===== config.mk =====
export PLATFORM = sky130hd
export DESIGN_NAME = barrel_scheduler
export DESIGN_NICKNAME = d
export VERILOG_FILES = /design/src/rtl/barrel_pkg.sv /design/src/rtl/barrel_scheduler_lowest_free_sel.sv /design/src/rtl/barrel_scheduler.sv
export SDC_FILE = /design/constraint.sdc
export NUM_CORES = 1
export LEC_CHECK = 0
export ABC_AREA = 1
export CAP_MARGIN = 40
export CORE_MARGIN = 1
export CORE_UTILIZATION = 50
export CTS_BUF_LIST = sky130_fd_sc_hd__clkbuf_2 sky130_fd_sc_hd__clkbuf_4 sky130_fd_sc_hd__clkbuf_8
export DETAILED_ROUTE_END_ITERATION = 16
export HOLD_SLACK_MARGIN = 0.05
export PLACE_DENSITY = 0.74
export SLEW_MARGIN = 10
export SYNTH_ARGS = -nofsm -noshare
export SYNTH_HDL_FRONTEND = slang
export SYNTH_SLANG_ARGS = --single-unit

===== constraint.sdc =====
create_clock -name frame_clk -period 2.61 [get_ports frame_clk]
set_clock_uncertainty 0.2 [all_clocks]
set_input_delay 0.261 -clock frame_clk [delete_from_list [all_inputs] [get_ports frame_clk]]
set_output_delay 0.261 -clock frame_clk [all_outputs]
set_load 0.005 [all_outputs]

===== src/rtl/barrel_pkg.sv =====
// Shared constants and FSM state type for the barrel spawn scheduler and barrel instances.
package barrel_pkg;

  localparam int unsigned NUM_BARRELS    = 4;
  localparam int unsigned START_INTERVAL = 120;
  localparam int unsigned MIN_INTERVAL   = 40;
  localparam int unsigned INTERVAL_STEP  = 8;
  localparam int unsigned STEP_EVERY     = 4;
  localparam int unsigned TIMER_W        = 10;
  localparam int unsigned COUNT_W        = 4;

  typedef enum logic [1:0] {
    ST_RUN       = 2'd0,
    ST_WAIT_SLOT = 2'd1,
    ST_PAUSED    = 2'd2
  } sched_state_t;

  // Interval after one difficulty step, clamped at the floor (compare in 11 bits to avoid wrap).
  function automatic logic [TIMER_W-1:0] next_interval(
    input logic [TIMER_W-1:0] cur,
    input logic [TIMER_W-1:0] step,
    input logic [TIMER_W-1:0] floor_v
  );
    if ({1'b0, cur} >= ({1'b0, floor_v} + {1'b0, step}))
      return cur - step;
    return floor_v;
  endfunction

endpackage


===== src/rtl/barrel_scheduler_lowest_free_sel.sv =====
// Lowest-index free slot picker: one-hot grant of the least significant set bit of free.
module lowest_free_sel
  import barrel_pkg::*;
#(
  parameter int unsigned N = 4
) (
  input  logic [N-1:0] free,
  output logic [N-1:0] grant,
  output logic         valid
);

  // Two's-complement isolate of the lowest set bit.
  assign grant = free & ((~free) + N'(1));
  assign valid = |free;

endmodule


===== src/rtl/barrel_scheduler.sv =====
// Frame-paced barrel spawn scheduler: timed spawns into free slots, difficulty ramp, pause/restart.
module barrel_scheduler #(
  parameter int unsigned NUM_BARRELS    = barrel_pkg::NUM_BARRELS,
  parameter int unsigned START_INTERVAL = barrel_pkg::START_INTERVAL,
  parameter int unsigned MIN_INTERVAL   = barrel_pkg::MIN_INTERVAL,
  parameter int unsigned INTERVAL_STEP  = barrel_pkg::INTERVAL_STEP,
  parameter int unsigned STEP_EVERY     = barrel_pkg::STEP_EVERY
) (
  input  logic                   frame_clk,
  input  logic                   Reset,
  input  logic                   pause,
  input  logic                   enter,
  input  logic [NUM_BARRELS-1:0] despawn,
  output logic [NUM_BARRELS-1:0] spawn,
  output logic [NUM_BARRELS-1:0] active,
  output logic [3:0]             active_count,
  output logic [9:0]             interval
);

  import barrel_pkg::*;

  localparam logic [9:0] START_I  = 10'(START_INTERVAL);
  localparam logic [9:0] START_T  = 10'(START_INTERVAL - 1);
  localparam logic [9:0] MIN_I    = 10'(MIN_INTERVAL);
  localparam logic [9:0] STEP_I   = 10'(INTERVAL_STEP);
  localparam logic [2:0] CNT_LAST = 3'(STEP_EVERY - 1);

  sched_state_t           state;
  logic [9:0]             timer;
  logic [2:0]             spawn_cnt;
  logic [NUM_BARRELS-1:0] free_mask;
  logic [NUM_BARRELS-1:0] grant;
  logic                   free_valid;
  logic                   due;
  logic                   do_spawn;

  assign free_mask = ~active;

  lowest_free_sel #(
    .N(NUM_BARRELS)
  ) u_sel (
    .free  (free_mask),
    .grant (grant),
    .valid (free_valid)
  );

  // Leaving PAUSED with pause low schedules in that same cycle, so the held timer resumes without a lost frame.
  assign due      = (state == ST_WAIT_SLOT) || (timer == '0);
  assign do_spawn = !pause && due && free_valid;

  always_comb begin
    active_count = '0;
    for (int unsigned i = 0; i < NUM_BARRELS; i++)
      active_count = active_count + 4'(active[i]);
  end

  always_ff @(posedge frame_clk or posedge Reset) begin
    if (Reset) begin
      state     <= ST_RUN;
      timer     <= START_T;
      interval  <= START_I;
      spawn_cnt <= '0;
      active    <= '0;
      spawn     <= '0;
    end else begin
      spawn <= '0;
      if (pause) begin
        state <= ST_PAUSED;
        if (state == ST_PAUSED && enter) begin
          active    <= '0;
          interval  <= START_I;
          timer     <= START_T;
          spawn_cnt <= '0;
        end
      end else begin
        active <= (active & ~despawn) | (grant & {NUM_BARRELS{do_spawn}});
        if (due) begin
          if (free_valid) begin
            spawn <= grant;
            timer <= interval - 10'd1;
            state <= ST_RUN;
            if (spawn_cnt == CNT_LAST) begin
              spawn_cnt <= '0;
              interval  <= next_interval(interval, STEP_I, MIN_I);
            end else begin
              spawn_cnt <= spawn_cnt + 3'd1;
            end
          end else begin
            timer <= '0;
            state <= ST_WAIT_SLOT;
          end
        end else begin
          timer <= timer - 10'd1;
          state <= ST_RUN;
        end
      end
    end
  end

endmodule


==> flow_summary.toml <==
[power_and_ir_drop]
power_leakage_nw = 1.244
powerDensity_nw_per_um2 = 588.7
peakVddDrop_mv = 0.4091

[final_layout]
final_cell_mix = "nand2_1 (80), nor2_1 (36), inv_1 (28), nand3_1 (27), clkdlybuf4s50_1 (23)"
final_common_cell = "nand2_1"
drive_gt1_share_pct = 14.33
postLayoutCellArea_um2 = 2416
nets = 323
syn_to_final_growth_pct = 18.10
antenna_cells = 0

[critical_path]
crit_path_end_kind = "primary output"
cp_max_fo = 2
crit_arrival_ps = 2010
startpoint_type = "flip-flop"
path_class = "flip-flop to primary output"
cp.required_ps = 2150
crit_path_max_incr_delay_ps = 530
crit_top_cell = "inv_1"
crit_slowest_cell = "fa_1"
path_cells = "inv_1, fa_1, inv_1, ha_1, clkdlybuf4s50_1"

[synth]
synth_top_family_by_area = "simple AND/OR/NAND/NOR gates"
synth_cell_types = 31
avgSynthCellArea_um2 = 7.385
synthesis.instances = 277
synth-simple-area-share_pct = 39.27
yosysSeqAreaShare_pct = 37.31
muxShareOfSynthArea_pct = 0
ys_ff_latch = 30
synth_xor_area_share_pct = 2.141
synth-compound-area-share_pct = 3.914
ys.warnings.count = 0
netlist_area_um2 = 2046
synth_fa_ha_area_share_pct = 5.872

[global_routing]
grt_start_max_net_pins = 31
grt_first_pass_wirelength_mm = 7.500
top_usage_layer = "met2"
grt_usage_pct = 22.88
grt_use_met1_pct = 27.72
met3_usage_pct = 4.655
antenna_found_initial = 0
grt_pass1_vias = 1761
grt_util_met2_pct = 39.16
grt_remaining_overflow = 0

[floorplanning]
start_util_pct = 53.85
rows = 22
die_w_um = 65.97
fp.dieH_um = 65.97
core_area_um2 = 3799
die_area_um2 = 4351
ios = 30

[sta]
period_share_pct = 94.55
tns_ps = 0
rsz0062_at_grt = "no"
fin_ws_ps = 142.3
maxSlewViolCount = 0
hold_violations = 0
fmax_mhz = 405.2
finalSetupViolations = 0
min_period_ps = 2468

[clock_network]
clk_pin_slew_ps = 60
postCtsHoldBufs = 0
cts_buffers = 5
clk_latency_ps = 280
ctsRootBufferMaster = "clkbuf_8"
cts_tree = "built"
clockBufferDepth = 2
h-tree-depth = 2
cts.sinks = 30

[drt]
vias_per_cell = 5.155
finalWirelength_mm = 4.321
dr.pass1.iters = 4
wire_per_inst_um = 12.17
drc = 0
num_vias = 1830
ant_nets = 0
drt_iter0_drc = 115

[place]
dpl_cell_area_um2 = 2308
io_buffers = 25
place_hpwl_mm = 3.167
finalWeightedCongestion = 0.8679
place_ws_ps = 206.2

[job]
cap_violations = 0

[hold_path]
hp-class = "input pin to async pin"

[outcome]
outcome = "completed"
## power by group
group          total, W  internal (W)  switching [W]
Clock          0.000391      0.000220       0.000171
Combinational  0.000419      0.000175       0.000244
Sequential     0.000612      0.000541      0.0000706
Total           0.00142      0.000936       0.000486
## cell type report
cell class | instances | area [um^2]
clock buffer | 8 | 91.34
fill | 349 | 1383
inverter | 35 | 157.7
multi-input combinational | 205 | 1062
sequential | 30 | 763.2
tap | 48 | 60.06
timing repair buffer | 29 | 281.5
## worst max-delay path, delay by kind of cell (launching register included)
kind / cells / cell delay (ps)
fa+ha+maj: 2 / 790
flops: 1 / 340
buf+inv: 3 / 600
## flip-flops by register name, indices dropped and copies added, names as in the netlist
signal     cells
spawn          4
active         4
timer         10
state          2
interval       7
spawn_cnt      3
## final timing paths
| kind | from | to | slack (ps) | depth (start not counted) |
|---|---|---|---|---|
| worst max-delay path | active[0]$_DFFE_PP0N_ | active_count[0] | 140 | 5 |
| worst min-delay path | Reset | interval[7]$_DFFE_PP0P_ | 150 | 3 |
| worst min register to register | interval[4]$_DFFE_PP1P_ | interval[4]$_DFFE_PP1P_ | 300 | 2 |
| worst max register to register | timer[0]$_DFFE_PP1N_ | spawn_cnt[2]$_DFFE_PP0P_ | 480 | 9 |
| min in group frame_clk | interval[4]$_DFFE_PP1P_ | interval[4]$_DFFE_PP1P_ | 300 | 2 |
| max in group asynchronous | Reset | timer[0]$_DFFE_PP1N_ | 1730 | 3 |
## synthesized netlist by cell type (all sizes together)
master / n / share of area, %
buf: 8 / 3.2
a21oi: 2 / 0.49
conb: 1 / 0.18
dfrtp: 20 / 24
a21o: 1 / 0.37
nor4: 1 / 0.31
nand3: 31 / 9.3
xnor2: 2 / 0.86
bufinv: 1 / 1.5
clkbuf: 2 / 0.43
ha: 8 / 4.9
inv: 34 / 6.2
nor2: 38 / 7.7
nand4: 16 / 4.9
or2: 4 / 1.2
xor2: 3 / 1.3
dfstp: 10 / 13
fa: 1 / 0.98
nand2: 83 / 16
o21ai: 11 / 3.1
## metrics by stage
stage / std cells / hold slack [ps] / power, W / utilization (%)
finish: 355 / 150.4 / 0.001422 / 63.60
global placement: 345 / 278.0 / 0.001022 / 60.77
global route: 355 / 188.7 / 0.001523 / 63.60
detailed placement: 345 / 289.5 / 0.001038 / 60.77
CTS: 355 / 161.0 / 0.001435 / 63.54
floorplan: 280 / 92.43 / 0.0009063 / -
## layer usage
layer	up-vias	part of all wire (%)
li1	933	-
met4	0	1.8
met3	8	4.4
met5	-	0
met1	841	45
met2	48	48
## timing repair
item,CTS,global route
setup buffers,2,0
setup endpoints to repair,1,1
gates resized for setup,1,2
## cell families after synthesis
| kind of cell | Yosys count |
|---|---|
| fa+ha+maj | 9 |
| flops | 30 |
| compound gates | 14 |
| simple gates | 173 |
| other cells | 1 |
| buf+inv | 45 |
| xor+xnor | 5 |
No activity file was read; power rests on OpenSTA's default activity.
